File: src/rtl/spi_burst_sequencer.sv
// rtl/spi_burst_sequencer.sv - burst feeder for an 8-bit SPI master with TX/RX byte buffers
module spi_burst_sequencer #(
   parameter int DEPTH   = 8,
   parameter int TIMEOUT = 1023
) (
   input  logic                     clk,
   input  logic                     rst,
   input  logic                     wr_en,
   input  logic [7:0]               wr_data,
   input  logic                     go,
   input  logic                     rx_rd_en,
   output logic [7:0]               rx_data,
   output logic [$clog2(DEPTH):0]   tx_count,
   output logic [$clog2(DEPTH):0]   rx_count,
   output logic                     busy,
   output logic                     done,
   output logic                     err,
   output logic                     spi_start,
   output logic [7:0]               spi_data,
   input  logic                     spi_ss,
   input  logic [7:0]               spi_rx
);
   localparam int PW = $clog2(DEPTH);
   localparam int CW = PW + 1;
   localparam int TW = $clog2(TIMEOUT + 1);

   typedef enum logic [2:0] {
      S_IDLE, S_LOAD, S_REQ, S_XFER, S_STORE, S_DONE, S_ERR
   } state_t;

   state_t          state;
   logic [7:0]      tx_buf [DEPTH];
   logic [7:0]      rx_buf [DEPTH];
   logic [PW-1:0]   idx;
   logic [PW-1:0]   rd_ptr;
   logic [PW-1:0]   rd_nxt;
   logic [TW-1:0]   timer;
   logic            ss_meta;
   logic            ss_s;
   logic            wr_ok;
   logic            start_ok;
   logic            pop;
   logic [CW-1:0]   tx_eff;
   logic [7:0]      rx_nxt;

   // A write in the same cycle as go is counted before the burst length is taken.
   always_comb begin
      wr_ok    = (state == S_IDLE) && wr_en && (tx_count < CW'(DEPTH));
      tx_eff   = tx_count + {{(CW-1){1'b0}}, wr_ok};
      start_ok = (state == S_IDLE) && go && (tx_eff != '0);
      pop      = !busy && rx_rd_en && (rx_count != '0) && !start_ok;
      rd_nxt   = rd_ptr;
      if (start_ok)
         rd_nxt = '0;
      else if (pop)
         rd_nxt = rd_ptr + PW'(1);
      // rx_data must track the head even when the head slot is being written now.
      rx_nxt = ((state == S_STORE) && (idx == rd_nxt)) ? spi_rx : rx_buf[rd_nxt];
   end

   always_ff @(posedge clk or posedge rst) begin
      if (rst) begin
         state     <= S_IDLE;
         ss_meta   <= 1'b1;
         ss_s      <= 1'b1;
         rx_data   <= 8'h00;
         tx_count  <= '0;
         rx_count  <= '0;
         busy      <= 1'b0;
         done      <= 1'b0;
         err       <= 1'b0;
         spi_start <= 1'b0;
         spi_data  <= 8'h00;
         idx       <= '0;
         rd_ptr    <= '0;
         timer     <= '0;
         for (int i = 0; i < DEPTH; i++) begin
            tx_buf[i] <= 8'h00;
            rx_buf[i] <= 8'h00;
         end
      end else begin
         ss_meta <= spi_ss;
         ss_s    <= ss_meta;
         done    <= 1'b0;
         rd_ptr  <= rd_nxt;
         rx_data <= rx_nxt;
         if (pop)
            rx_count <= rx_count - CW'(1);
         if (wr_ok) begin
            tx_buf[tx_count[PW-1:0]] <= wr_data;
            tx_count                 <= tx_eff;
         end
         case (state)
            S_IDLE: begin
               if (start_ok) begin
                  err      <= 1'b0;
                  rx_count <= '0;
                  idx      <= '0;
                  busy     <= 1'b1;
                  state    <= S_LOAD;
               end else if (go) begin
                  done <= 1'b1;
               end
            end
            S_LOAD: begin
               spi_data  <= tx_buf[idx];
               timer     <= '0;
               spi_start <= 1'b1;
               state     <= S_REQ;
            end
            S_REQ: begin
               if (!ss_s) begin
                  spi_start <= 1'b0;
                  timer     <= '0;
                  state     <= S_XFER;
               end else if (timer == TW'(TIMEOUT)) begin
                  spi_start <= 1'b0;
                  state     <= S_ERR;
               end else begin
                  timer <= timer + TW'(1);
               end
            end
            S_XFER: begin
               if (ss_s)
                  state <= S_STORE;
               else if (timer == TW'(TIMEOUT))
                  state <= S_ERR;
               else
                  timer <= timer + TW'(1);
            end
            S_STORE: begin
               rx_buf[idx] <= spi_rx;
               rx_count    <= rx_count + CW'(1);
               idx         <= idx + PW'(1);
               state       <= ({1'b0, idx} == tx_count - CW'(1)) ? S_DONE : S_LOAD;
            end
            S_DONE: begin
               done     <= 1'b1;
               busy     <= 1'b0;
               tx_count <= '0;
               state    <= S_IDLE;
            end
            S_ERR: begin
               err       <= 1'b1;
               busy      <= 1'b0;
               spi_start <= 1'b0;
               tx_count  <= '0;
               state     <= S_IDLE;
            end
            default: state <= S_IDLE;
         endcase
      end
   end
endmodule

File: config.mk
export PLATFORM = sky130hd
export DESIGN_NAME = spi_burst_sequencer
export DESIGN_NICKNAME = d
export VERILOG_FILES = /design/src/rtl/spi_burst_sequencer.sv
export SDC_FILE = /design/constraint.sdc
export NUM_CORES = 1
export LEC_CHECK = 0
export ABC_AREA = 1
export ABC_CLOCK_PERIOD_IN_PS = 5900
export BUFFER_PORTS_ARGS = -buffer_cell sky130_fd_sc_hd__buf_2
export CORE_MARGIN = 2
export CORE_UTILIZATION = 40
export DETAILED_ROUTE_END_ITERATION = 10
export GPL_ROUTABILITY_DRIVEN = 1
export PLACE_DENSITY = 0.62
export SKIP_LAST_GASP = 1
export SLEW_MARGIN = 40
export SYNTH_ARGS = -nofsm -noshare
export SYNTH_HDL_FRONTEND = slang
export SYNTH_SLANG_ARGS = --single-unit
File: constraint.sdc
create_clock -name clk -period 5.9 [get_ports clk]
set_input_delay 1.475 -clock clk [delete_from_list [all_inputs] [get_ports clk]]
set_output_delay 1.475 -clock clk [all_outputs]
set_load 0.01 [all_outputs]
==> results.py, run 1 <==
metrics = {
    "layout": {
        "num-nets-final": 1082,
        "areaGrowthSynthToFinish_pct": 12.4,
        "drive_gt1_share_pct": 13.3,
        "nFillCells": 2059,
        "final_area_sq_mm": 0.00965,
        "diodes": 0,
    },
    "drt": {
        "drt_pass1_iterations": 5,
        "highest_layer": "met4",
        "via_count": 6826,
        "vias_per_cell": 5.09,
        "routedWlPerCell_um": 15.3,
        "wl_met2_mm": 8.50,
        "initialDrtViolationCount": 492,
        "drc": 0,
        "routed_wl_mm": 20.5,
        "dr_wl_met3_um": 828,
        "ant_nets": 0,
        "wl_met1_mm": 10.9,
    },
    "min_path": {
        "min_to": "ss_s",
        "hold_depth": 0,
        "holdCritStartpoint": "ss_meta",
        "hp-class": "reg -> reg",
    },
    "cts": {
        "clk_root_buffer_cell": "clkbuf_16",
        "cts.sinks": 177,
        "clk_latency_ns": 0.43,
        "cts_tree": "built",
        "post_cts_resized": 0,
        "cts_htree_levels": 4,
        "numCtsBuffers": 17,
        "clk_pin_slew_ns": 0.07,
        "cts.path.max_buffers": 2,
        "cts_hold_buffers": 0,
        "postCtsSetupRepairBufs": 0,
    },
    "pwr": {
        "leakage_nw": 4.82,
        "internal-power_mw": 2.88,
        "worst_ir_drop_vdd_v": 0.000234,
        "p_seq_share_pct": 37.1,
        "pwr-share-clk_pct": 24.0,
        "cellPowerDensity_mw_per_mm2": 509,
        "sw_frac_of_total_pct": 41.4,
        "p_comb_share_pct": 38.9,
        "power.switching_mw": 2.04,
    },
    "timing": {
        "fin_skew_ns": 0.0119,
        "hold_viol": 0,
        "finalSetupViolCount": 0,
        "rsz0062_at_grt": "false",
        "period_share_pct": 60.0,
        "tns_ns": 0,
        "period_minus_slack_ns": 3.54,
        "tightest_slew_ns": 0.738,
        "fmax_ghz": 0.282,
        "relSlewSlack_pct": 50.7,
        "final_max_slew_viol_count": 0,
    },
    "worst_setup_path": {
        "reg2reg_depth": 19,
        "worstReg2RegStart": "state[1]",
        "reg2reg_to": "rx_data[7]",
        "rrSetupSlack_ns": 2.70,
        "endpoint_kind": "flip-flop",
        "cp.arrival_ns": 3.86,
        "cp_max_fo": 44,
        "start_kind": "primary input",
        "cp.required_ns": 6.22,
        "worstSetupPathType": "in -> reg",
    },
    "place": {
        "dp_hpwl_mm": 13.7,
        "place_area_sq_mm": 0.00903,
        "port_buffers": 49,
        "gp_congestion": 0.846,
    },
    "floorplanning": {
        "die_w_um": 151,
        "die_y_um": 151,
        "io_pins": 50,
        "core-area_sq_mm": 0.0210,
        "rows": 53,
        "die_area_sq_mm": 0.0227,
        "start_util_pct": 40.8,
    },
    "yosys": {
        "ys.warnings.count": 0,
        "netlist.top_cell.by_area": "dfrtp_1",
        "ys_top_cells_by_count": "225 x nand2_1, 175 x dfrtp_1, 135 x o21ai_0",
        "yosys.area.top_type_share_pct": 51.0,
        "synthArstFlopShare_pct": 100,
        "synth.avg_cell_area_sq_um": 8.44,
        "yosys.cell_count.top_type": "nand2_1",
        "ys_types": 48,
        "ys_top_cells_by_area": "dfrtp_1 51%, nand2_1 9.8%, o21ai_0 7.9%",
        "ys_ff_latch": 177,
        "synth_seq_area_share_pct": 51.6,
        "yosys_most_used_dff": "dfrtp_1",
        "synth_edf_count": 0,
        "synthCells": 1018,
        "syn_area_sq_mm": 0.00859,
        "syn-num-nets": 1048,
    },
    "global_route": {
        "grt_pass1_wl_mm": 34.6,
        "grt_max_degree": 97,
        "overflow": 0,
        "grt_pass1_vias": 6410,
        "antenna_found_initial": 0,
        "grtUsageTotal_pct": 19.5,
    },
    "run": {
        "max-cap-violations": 0,
    },
    "outcome": {
        "status": "finished clean",
    },
}
[through the flow]
stage | util [%] | hold WS [ns] | power, mW | setup slack [ns] | cells
CTS | 45.8 | 0.364 | 4.94 | 2.37 | 1339
global route | 45.9 | 0.367 | 5.31 | 2.13 | 1340
global placement | 42.8 | 0.347 | 3.69 | 2.03 | 1306
finish | 45.9 | 0.363 | 4.92 | 2.36 | 1340
floorplan | - | 0.345 | 3.25 | 2.16 | 1018
detailed placement | 42.9 | 0.353 | 3.75 | 1.92 | 1307
[metal layers]
layer / GRT usage [%] / vias to the layer above
met5: 0 / -
met4: 4.62 / 0
met3: 3.94 / 20
met2: 27.5 / 140
met1: 30.4 / 3245
li1: - / 3421
[worst max-delay path, stage by stage]
cell     delay [ns]
buf_2          0.09
nand2_1        0.09
nor2_4         0.17
ha_1           0.22
ha_1           0.24
inv_1          0.08
nand2_1        0.05
nor2_1         0.12
nand2_2        0.12
nand2_8        0.25
nand2_4        0.28
inv_2          0.16
nor2_4         0.05
nor2_8         0.18
nand2_4        0.10
nand3_1        0.09
nand2_1        0.06
[area by class of cell]
type                    instances  area [sq um]  area share [%]
flip-flops and latches        177          4430            45.9
well taps                     275           344            3.57
repair buffers                 53           314            3.25
clock buffers                  17           425            4.41
multi-input cells             697          3550            36.7
clock inverters                15           183            1.89
inverters                     106           407            4.21
[kinds of logic after synthesis]
group                      after synthesis  synth area share, %
and+or+nand+nor                        448                 24.6
AOI/OAI and AO/OA                      235                 14.8
DFF                                    177                 51.6
buffers and inverters                  144                 7.18
adders and majority gates                8                 1.17
xor gates and xnor gates                 6                0.612
[placed cells by master, fill, tap and decap left out, types with 4 or more instances in the layout]
| master | count |
|---|---|
| a21oi_1 | 24 |
| buf_2 | 49 |
| clkbuf_16 | 17 |
| dfrtp_1 | 175 |
| ha_1 | 8 |
| inv_1 | 91 |
| inv_2 | 9 |
| inv_6 | 7 |
| inv_8 | 4 |
| nand2_1 | 225 |
| nand2_2 | 12 |
| nand2_4 | 11 |
| nand3_1 | 87 |
| nand3b_1 | 16 |
| nor2_1 | 71 |
| nor2_2 | 6 |
| nor2_4 | 5 |
| o21ai_0 | 135 |
| o21ai_1 | 42 |
| o221ai_1 | 6 |
| o22a_1 | 6 |
| o22ai_1 | 7 |
[power by group through the flow]
stage | sequential (mW) | clock (mW) | combinational [mW]
finish | 1.82 | 1.18 | 1.91
CTS | 1.82 | 1.20 | 1.92
detailed placement | 1.84 | 0 | 1.91
global placement | 1.83 | 0 | 1.86
floorplan | 1.81 | 0 | 1.44
global route | 1.86 | 1.25 | 2.19
[registers in the layout (all words and copies together), names as in the netlist, 4 cells and up]
signal,cells
timer,10
rx_data,8
rx_count,4
tx_buf,64
tx_count,4
spi_data,8
rx_buf,64
[how the worst max path moves through the flow]
| stage | startpoint | slack [ns] | to | depth (start not counted) |
|---|---|---|---|---|
| floorplan | rst | 2.16 | busy | 1 |
| global placement | wr_en | 2.03 | rx_data[1] | 17 |
| detailed placement | wr_en | 1.92 | rx_data[7] | 17 |
| CTS | wr_en | 2.37 | rx_data[7] | 17 |
| global route | wr_en | 2.13 | rx_data[3] | 17 |
| finish | wr_en | 2.36 | rx_data[7] | 17 |
Note: power is estimated with default switching activity, not from simulation.
==> run 2, diff against run 1 <==
- ABC_AREA: 1 -> 0
- ABC_CLOCK_PERIOD_IN_PS: 5900 -> 3550
- PLACE_DENSITY: 0.62 -> 0.6
- clock period: 5.9 -> 3.55 ns (I/O delays scaled with it)
==> run 2 against run 1 <==
  * Clock skew is essentially flat
  * Final area is 0.75% lower
  * Worst setup slack worse by 1.9 ns
  * Critical path depth is 7 lower
  * Combinational power grew 32%
  * Global-route usage decreased by 1.6 points
  * Wire length decreased by 8.5%
  * Via count shrank 17%
  * Power grew 46%
  * Sequential power grew 53%
  * Largest cell class unchanged
==> results.py, run 2 <==
metrics = {
    "timing": {
        "finalSetupViolCount": 0,
        "tightest_slew_ns": 0.760,
        "relSlewSlack_pct": 49.3,
        "hold_viol": 0,
        "fin_skew_ns": 0.0117,
        "whs_ns": 0.357,
        "tns_ns": 0,
        "period_minus_slack_ns": 3.07,
        "rsz0062_at_grt": "false",
        "setup_slack_ns": 0.485,
        "fmax_ghz": 0.326,
        "period_share_pct": 86.3,
        "final_max_slew_viol_count": 0,
    },
    "pwr": {
        "power.total_mw": 7.19,
        "leakage_nw": 4.25,
        "cellPowerDensity_mw_per_mm2": 751,
        "worst_ir_drop_vdd_v": 0.000396,
    },
    "yosys": {
        "ys.warnings.count": 0,
        "ys_types": 58,
        "ys_top_cells_by_area": "dfrtp_1 52%, mux2_2 18%, nor2_1 3.0%",
        "netlist.top_cell.by_area": "dfrtp_1",
        "ys_top_cells_by_count": "175 x dfrtp_1, 136 x mux2_2, 66 x nor2_1",
        "synth_seq_area_share_pct": 53.1,
        "yosys_most_used_dff": "dfrtp_1",
        "ys_ff_latch": 177,
        "yosys.area.top_type_share_pct": 52.5,
        "syn-num-nets": 721,
        "syn_area_sq_mm": 0.00835,
        "synthArstFlopShare_pct": 100,
        "synth_edf_count": 0,
        "synth.avg_cell_area_sq_um": 12.1,
        "synthCells": 691,
        "yosys.cell_count.top_type": "dfrtp_1",
    },
    "layout": {
        "areaGrowthSynthToFinish_pct": 14.8,
        "diodes": 0,
        "multi_input_area_sq_mm": 0.00375,
        "top_regs": "rx_buf: 64 flops, tx_buf: 64 flops, timer: 10 flops",
        "drive_gt1_share_pct": 35.3,
        "final_area_sq_mm": 0.00958,
        "layout_common_cells": "174 x dfrtp_1, 136 x mux2_2, 65 x nor2_1",
        "layout_commonest_cell": "dfrtp_1",
        "final_cells": 1030,
        "final_core_util_pct": 47.0,
        "seq_area_sq_mm": 0.00443,
        "nFillCells": 1787,
        "num-nets-final": 777,
    },
    "place": {
        "dp_hpwl_mm": 12.9,
        "gp_congestion": 0.781,
        "dp_slack_ns": 0.134,
        "place_area_sq_mm": 0.00898,
        "dpl.cell_count": 998,
        "port_buffers": 49,
    },
    "worst_setup_path": {
        "cp.required_ns": 3.84,
        "rrSetupSlack_ns": 0.48,
        "reg2reg_to": "rx_count[3]",
        "reg2reg_depth": 10,
        "start_kind": "flip-flop",
        "cp.arrival_ns": 3.35,
        "worstSetupPathType": "reg -> reg",
        "worstSetupStartpoint": "state[1]",
        "endpoint": "rx_count[3]",
        "worstReg2RegStart": "state[1]",
        "endpoint_kind": "flip-flop",
        "cp_max_fo": 10,
    },
    "cts": {
        "clk_pin_slew_ns": 0.07,
        "postCtsSetupRepairBufs": 0,
        "clk_latency_ns": 0.43,
        "post_cts_resized": 0,
        "cts_hold_buffers": 0,
        "cts_htree_levels": 4,
        "cts.path.max_buffers": 2,
        "clk_root_buffer_cell": "clkbuf_16",
        "cts_tree": "built",
        "numCtsBuffers": 17,
        "cts.sinks": 177,
    },
    "drt": {
        "routedWlPerCell_um": 18.2,
        "ant_nets": 0,
        "routed_wl_mm": 18.7,
        "drc": 0,
        "vias_per_cell": 5.47,
        "initialDrtViolationCount": 380,
        "drt_pass1_iterations": 5,
        "via_count": 5633,
    },
    "global_route": {
        "antenna_found_initial": 0,
        "grt_max_degree": 59,
        "overflow": 0,
        "grt_pass1_wl_mm": 30.7,
        "grtUsageTotal_pct": 17.9,
        "grt_pass1_vias": 5827,
    },
    "floorplanning": {
        "start_util_pct": 41.0,
        "core-area_sq_mm": 0.0204,
        "rows": 52,
        "die_w_um": 148,
        "io_pins": 50,
        "die_y_um": 148,
        "die_area_sq_mm": 0.0220,
    },
    "run": {
        "max-cap-violations": 0,
    },
    "min_path": {
        "holdCritStartpoint": "ss_meta",
        "hp-class": "reg -> reg",
    },
    "outcome": {
        "status": "finished clean",
    },
}
## run 2: cell families (layout without fill, tap and decap cells)
| kind of cell | after synthesis | count (layout) | share of synthesized area [%] |
|---|---|---|---|
| compound gates | 104 | 104 | 8.29 |
| flops | 177 | 177 | 53.1 |
| simple gates | 191 | 191 | 11.6 |
| fa+ha+maj | 8 | 8 | 1.20 |
| xor+xnor | 15 | 15 | 1.57 |
| mux | 157 | 157 | 22.1 |
| buf+inv | 39 | 108 | 2.11 |
## run 2: layer usage
layer / vias to the layer above / wire length [um] / track usage (%)
met1: 2873 / 8480 / 23.5
li1: 2624 / - / -
met4: 0 / 185 / 4.81
met2: 118 / 9370 / 30.5
met3: 18 / 696 / 3.31
met5: - / 0 / 0
## run 2: critical path, cell delays in order, from the launching register on
cell and delay (ns):
dfrtp_1 0.55, nor2_2 0.07, and4bb_2 0.24, ha_1 0.22
ha_1 0.30, nor2_1 0.15, o211ai_2 0.19, and2_1 0.28
or3_1 0.47, o41ai_1 0.33, a31oi_1 0.13
## run 2: worst min-delay path by stage
stage	endpoint	slack [ns]	depth (start not counted)
after floorplan	ss_s	0.35	0
after global placement	ss_s	0.35	0
after detailed placement	ss_s	0.35	0
after CTS	ss_s	0.36	0
after global routing	ss_s	0.36	0
final	ss_s	0.36	0
## run 2: layout make-up
type / count / area share [%]
Sequential cell: 177 / 46.3
Inverter: 7 / 0.314
Timing Repair Buffer: 69 / 4.52
Multi-Input combinational cell: 475 / 39.1
Clock inverter: 15 / 1.80
Clock buffer: 17 / 4.44
Tap cell: 270 / 3.53
## run 2: where the power goes
group | internal [mW] | total, mW | switching (mW)
clock | 1.06 | 1.90 | 0.836
sequential | 2.46 | 2.78 | 0.323
combinational | 1.10 | 2.52 | 1.41
